**config.mk**
```make
export PLATFORM = sky130hd
export DESIGN_NAME = shift_reg_seq_ctrl
export DESIGN_NICKNAME = d
export VERILOG_FILES = /design/src/rtl/shift_reg_seq_ctrl.sv
export SDC_FILE = /design/constraint.sdc
export NUM_CORES = 1
export LEC_CHECK = 0
export ABC_CLOCK_PERIOD_IN_PS = 2700
export BUFFER_PORTS_ARGS = -buffer_cell sky130_fd_sc_hd__clkbuf_2
export CORE_MARGIN = 2
export CORE_UTILIZATION = 36
export CTS_CLUSTER_DIAMETER = 40
export DETAILED_ROUTE_END_ITERATION = 7
export PLACE_DENSITY = 0.66
export SLEW_MARGIN = 0
export SYNTH_ARGS = -nofsm -noshare
export SYNTH_HDL_FRONTEND = slang
export SYNTH_SLANG_ARGS = --single-unit
export TNS_END_PERCENT = 1
```
**constraint.sdc**
```tcl
create_clock -name clk -period 2.7 [get_ports clk]
set_input_delay 0.405 -clock clk [delete_from_list [all_inputs] [get_ports clk]]
set_output_delay 0.405 -clock clk [all_outputs]
set_load 0.1 [all_outputs]
```
**src/rtl/shift_reg_seq_ctrl.sv**
```systemverilog
// Command sequencer for one universal shift register: accepts LOAD/TX/RX commands and
// drives enable/mode/load for as many cycles as each operation needs.
//
// state      | meaning
// S_IDLE     | waiting for a command, cmd_ready high
// S_LOAD     | one-cycle parallel load (PIPO)
// S_TX_LOAD  | one-cycle parallel load before serialising
// S_TX_SHIFT | presenting serial bits, one shift per tx handshake
// S_RX_SHIFT | shifting in serial bits, one shift per valid rx bit
// S_DONE     | done pulse, capture parallel output into result
module shift_reg_seq_ctrl #(
    parameter int WIDTH = 16,
    parameter int CNT_W = $clog2(WIDTH + 1)
) (
    input  logic             clk,
    input  logic             rst,
    input  logic             cmd_valid,
    output logic             cmd_ready,
    input  logic [1:0]       cmd_op,
    input  logic [WIDTH-1:0] cmd_data,
    input  logic             abort,
    output logic             tx_bit_valid,
    input  logic             tx_bit_ready,
    output logic             tx_bit,
    input  logic             rx_bit_valid,
    input  logic             rx_bit,
    output logic             sr_enable,
    output logic [1:0]       sr_mode,
    output logic             sr_load,
    output logic             sr_siso_in,
    output logic [WIDTH-1:0] sr_par_in,
    input  logic             sr_siso_out,
    input  logic [WIDTH-1:0] sr_par_out,
    output logic             busy,
    output logic             done,
    output logic [WIDTH-1:0] result
);

    typedef enum logic [2:0] {
        S_IDLE,
        S_LOAD,
        S_TX_LOAD,
        S_TX_SHIFT,
        S_RX_SHIFT,
        S_DONE
    } state_t;

    localparam logic [CNT_W-1:0] CNT_LAST = CNT_W'(WIDTH - 1);

    state_t           state;
    logic [CNT_W-1:0] cnt;

    always_ff @(posedge clk or negedge rst) begin
        if (!rst) begin
            state     <= S_IDLE;
            cnt       <= '0;
            sr_mode   <= 2'b11;
            sr_par_in <= '0;
            result    <= '0;
        end else if (abort && state != S_IDLE) begin
            state <= S_IDLE;
        end else begin
            case (state)
                S_IDLE: begin
                    if (cmd_valid) begin
                        sr_par_in <= cmd_data;
                        sr_mode   <= cmd_op;
                        cnt       <= '0;
                        case (cmd_op)
                            2'b11:   state <= S_LOAD;
                            2'b10:   state <= S_TX_LOAD;
                            default: state <= S_RX_SHIFT;
                        endcase
                    end
                end
                S_LOAD:    state <= S_DONE;
                S_TX_LOAD: state <= S_TX_SHIFT;
                S_TX_SHIFT: begin
                    if (tx_bit_ready) begin
                        cnt <= cnt + 1'b1;
                        if (cnt == CNT_LAST) state <= S_DONE;
                    end
                end
                S_RX_SHIFT: begin
                    if (rx_bit_valid) begin
                        cnt <= cnt + 1'b1;
                        if (cnt == CNT_LAST) state <= S_DONE;
                    end
                end
                S_DONE: begin
                    result <= sr_par_out;
                    state  <= S_IDLE;
                end
                default: state <= S_IDLE;
            endcase
        end
    end

    // Enables follow the bit handshakes combinationally so a stalled bit never shifts.
    always_comb begin
        sr_enable    = 1'b0;
        sr_load      = 1'b0;
        tx_bit_valid = 1'b0;
        tx_bit       = 1'b0;
        done         = 1'b0;
        case (state)
            S_LOAD, S_TX_LOAD: begin
                sr_enable = !abort;
                sr_load   = 1'b1;
            end
            S_TX_SHIFT: begin
                tx_bit_valid = 1'b1;
                tx_bit       = sr_siso_out;
                sr_enable    = tx_bit_ready && !abort;
            end
            S_RX_SHIFT: sr_enable = rx_bit_valid && !abort;
            S_DONE:     done      = !abort;
            default: ;
        endcase
    end

    assign cmd_ready  = (state == S_IDLE);
    assign busy       = (state != S_IDLE);
    assign sr_siso_in = rx_bit;

endmodule

```
After elaboration in Yosys (flattened, before gate mapping)
Index checks and enable logic that the tools add are counted.

storage, ports and cells
  logic and storage cells = 49
  input port bits = 42
  register bits = 42
  output and inout port bits = 42

operators by class
  bitwise operators = 1
  reduce and logical (&&, ||, !) cells = 12
  multiplexer cells = 16
  $add $sub $neg = 1
  equality and inequality tests = 14

operators by type and width
  kind                 number
  $mux 3               5
  $mux 5               3
  $pmux 3 s5           1
  $pmux 5 s3           1
  $eq 3x2->1 const B   2
  $eq 3x3->1 const B   2
  $ne 2x2->1 const B   3
  $ne 3x3->1 const B   2
  $pmux 3 s2           1
  $reduce_and 3->1     2
  $reduce_bool 3->1    2
  $add 5x1->5 const B  1
  $eq 5x4->1 const B   1
  $reduce_and 5->1     1
  $eq 2x2->1 const B   2
  $mux 1               4
  $eq 3x1->1 const B   1
  $logic_and 1x1->1    3
  $logic_not 3->1      1
  $ne 3x2->1 const B   1
  $pmux 1 s3           1
  $reduce_and 2->1     1
  $reduce_or 2->1      1
  $logic_not 1->1      1
  $not 1->1            1

Logic depth before layout (Yosys ltp)
  word-level depth = 5
  depth in mapped cells = 7
  depth with buffers taken out = 6

Worst setup path after synthesis
OpenSTA, ideal clock, no wires.

  path kind = register to output
  from = reg state[2]
  to = out sr_enable
  cell stages (with the launch flop) = 5
  slack = -0.232 ns
  data required time = 2.295 ns
  buffers on the path = 2
  arrival = 2.527 ns
  path through = dfrtp_1 -> buf_6 -> clkbuf_1 -> or3_1 -> a21oi_1

on the way
  cells in the longest elaborated chain, start to end = 3
  elaborated cells on any way between the ends = 6
  those cells by class = eq/ne: 4; mux: 1; reduce/logical: 1

RTL lines
  element                                          RTL line  RTL
  start: declaration                               50        state_t state;
  start signal: assignment                         55        state <= S_IDLE;
  start signal: assignment                         61        state <= S_IDLE;
  start signal: assignment                         70        2'b11: state <= S_LOAD;
  $eq 3x1->1 / $eq 3x2->1 (equally long branches)  106       case (state)
  $reduce_or 2->1                                  106
  $pmux 1 s3 (*)                                   106
  end: declaration                                 27        output logic sr_enable,

Every way passes the cells marked *; elsewhere a longest branch is shown, timed or not.

Final worst setup path
  from = reg state[0]
  to = out sr_enable

Same word-level chain as after synthesis.

==> run metrics <==
status=completed; asr flop ratio synth=100.0%; Area Growth Syn to Fin=27.28%; RR Endpoint=sr_par_in[14]; Clock Skew=0.005820 ns; # DRC=0; leading area contributor after synthesis=dfrtp_1; share of cells above drive strength 1=60.79%; core area=5172 sq um; CTS tree=yes; Synth Instances=146; clock sinks=42; Synth cell types=41; Worst-Skew Late Latency=0.29 ns; Total GRT Usage=13.59%; post-cts resize count=0; CTS hold repair buffers=0; post-synthesis cell area=1958 sq um; Tightest Hold Check Type=in2async; FF+latch count, synth=42; syn_area_per_cell=13.41 sq um; Tmin final=2.441 ns; initial DRC count=37; largest buffer count on any clock path=2; Worst setup SP type=register; most frequent cell after synthesis=dfrtp_1; Area contributors post-synth=dfrtp_1 (51%), mux2_2 (16%), mux2_4 (6.1%); Max Cap Viol=0; first-pass GRT wire length=6486 microns; Die Wd=77.75 microns; DR vias/cell=4.704; synthesized net count=190; antenna violations before repair=0; Port Buffer Count=81; Remaining Overflow, GRT=0; fin nets=270; vias in the first global route=1368; post-synth top area share=51.12%; worst-case headroom to the max-slew limit=33.83%; Critical Path RT=2.30 ns; RD Place Congestion=0.7674; Setup Crit Path Kind=reg2out; CTS H-tree lvls=2; Max Fanout on Critical Path=16; synth cell count leaders=dfrtp_1 (40), mux2_2 (27), mux2_4 (8), nor2_1 (6), o21ai_0 (6); synth warn=0; largest net degree at the start of global routing=42; n_diodes=0; Clock Tree Root=clkbuf_8; Worst Max-Slew Pin Slew=0.9926 ns; Final HPWL DP=2866 microns; wire per inst=13.09 microns; DR vias=1397; Worst Setup End Kind=output pin; DIE HEIGHT=77.75 microns; clk slew on worst S/H paths=0.08 ns; Final ANT Viol Nets=0; FF-to-FF setup slack=0.76 ns; Die Area=6045 sq um; Final Hold Vio Count=0; R2R cell count=4; Total Wirelength=3889 microns; Final Worst Setup Slack=0.2591 ns; std cell rows=26; Peak Freq=0.4097 GHz; Max Slew Vio Count=0; I/O pin total=84; Post-synth EDFFs=0; Initial Util=37.86%; pre-CTS WS=0.6008 ns; Final setup viols=0; register area share after synthesis=53.80%; DRT Pass-1 Iters=4; RSZ-0062 raised after global routing=false; Critical Path AT=2.04 ns; final critical-path share of the clock period=90.40%; Setup Buffers After CTS=0; CTS Buf Count=5; Reg-to-Reg Start=state[0]; Synth Flop Type=dfrtp_1
## layout make-up
cell class	instances	area, sq um
fill	478	2680
timing repair buffer	83	420.4
clock buffer	6	82.58
sequential	42	1054
clock inverter	2	12.51
inverter	5	18.77
tap	70	87.58
multi-input combinational	89	817.0
## routing by layer
layer  share of wire (%)  track usage, %  vias to the layer above
li1                    -               -                      680
met1                  49           18.05                      655
met2                  42           20.69                       56
met3                 7.2           3.837                        6
met4                 1.9           5.893                        0
met5                   0               0                        -
## worst max path at each step
stage	slack [ns]	startpoint	cells after the start	end
final	0.26	state[0]	4	sr_enable
after global routing	0.14	state[0]	4	sr_enable
after CTS	0.25	state[1]	4	sr_enable
after detailed placement	0.60	state[1]	4	sr_enable
after global placement	0.61	state[1]	4	sr_enable
after floorplan	-0.05	state[2]	5	tx_bit
## worst max-delay path: stages (launching register included)
cell	delay [ns]
dfrtp_1	0.65
nor2_1	0.12
or3_1	0.38
a21oi_2	0.14
clkbuf_2	0.46
## state kept, by name (all words and copies together), names as in the netlist
| name | cells |
|---|---|
| sr_par_in | 16 |
| result | 16 |
| state | 3 |
| sr_mode | 2 |
| cnt | 5 |
## metrics by stage
| step | setup TNS, ns | util [%] | std cells | hold WS (ns) | area, sq um |
|---|---|---|---|---|---|
| 2_1_floorplan | -0.04897 | - | 146 | 0.1094 | 1962 |
| 3_3_place_gp | 0 | 46.35 | 289 | 0.4629 | 2397 |
| 3_5_place_dp | 0 | 46.35 | 289 | 0.4726 | 2397 |
| 4_1_cts | 0 | 48.19 | 297 | 0.2985 | 2492 |
| 5_1_grt | 0 | 48.19 | 297 | 0.3282 | 2492 |
| 6_report | 0 | 48.19 | 297 | 0.2667 | 2492 |
## cell usage in the layout, fill, tap and decap left out, drive strengths merged, types with 2 or more instances in the layout
cell type and instances:
inv 5, or3 4, nand2 5, a211oi 2, dfrtp 40, a22o 2, nand4bb 2, ha 2
nor2 6, clkbuf 87, mux2 35, and2 2, buf 2, a21oi 6, dfstp 2, o21ai 7
## logic make-up after synthesis
logic type / count (synthesis) / synth area share, %
AO/OA/AOI/OAI: 21 / 7.284
XOR/XNOR: 1 / 0.4474
adder cells (fa/ha/maj): 2 / 1.278
buffers and inverters: 15 / 5.431
flip-flops: 42 / 53.80
multiplexers: 36 / 22.17
AND/OR/NAND/NOR: 29 / 9.586
Power is not shown: default switching activity piles up to over one toggle a cycle in this logic, so the estimate is an artifact.
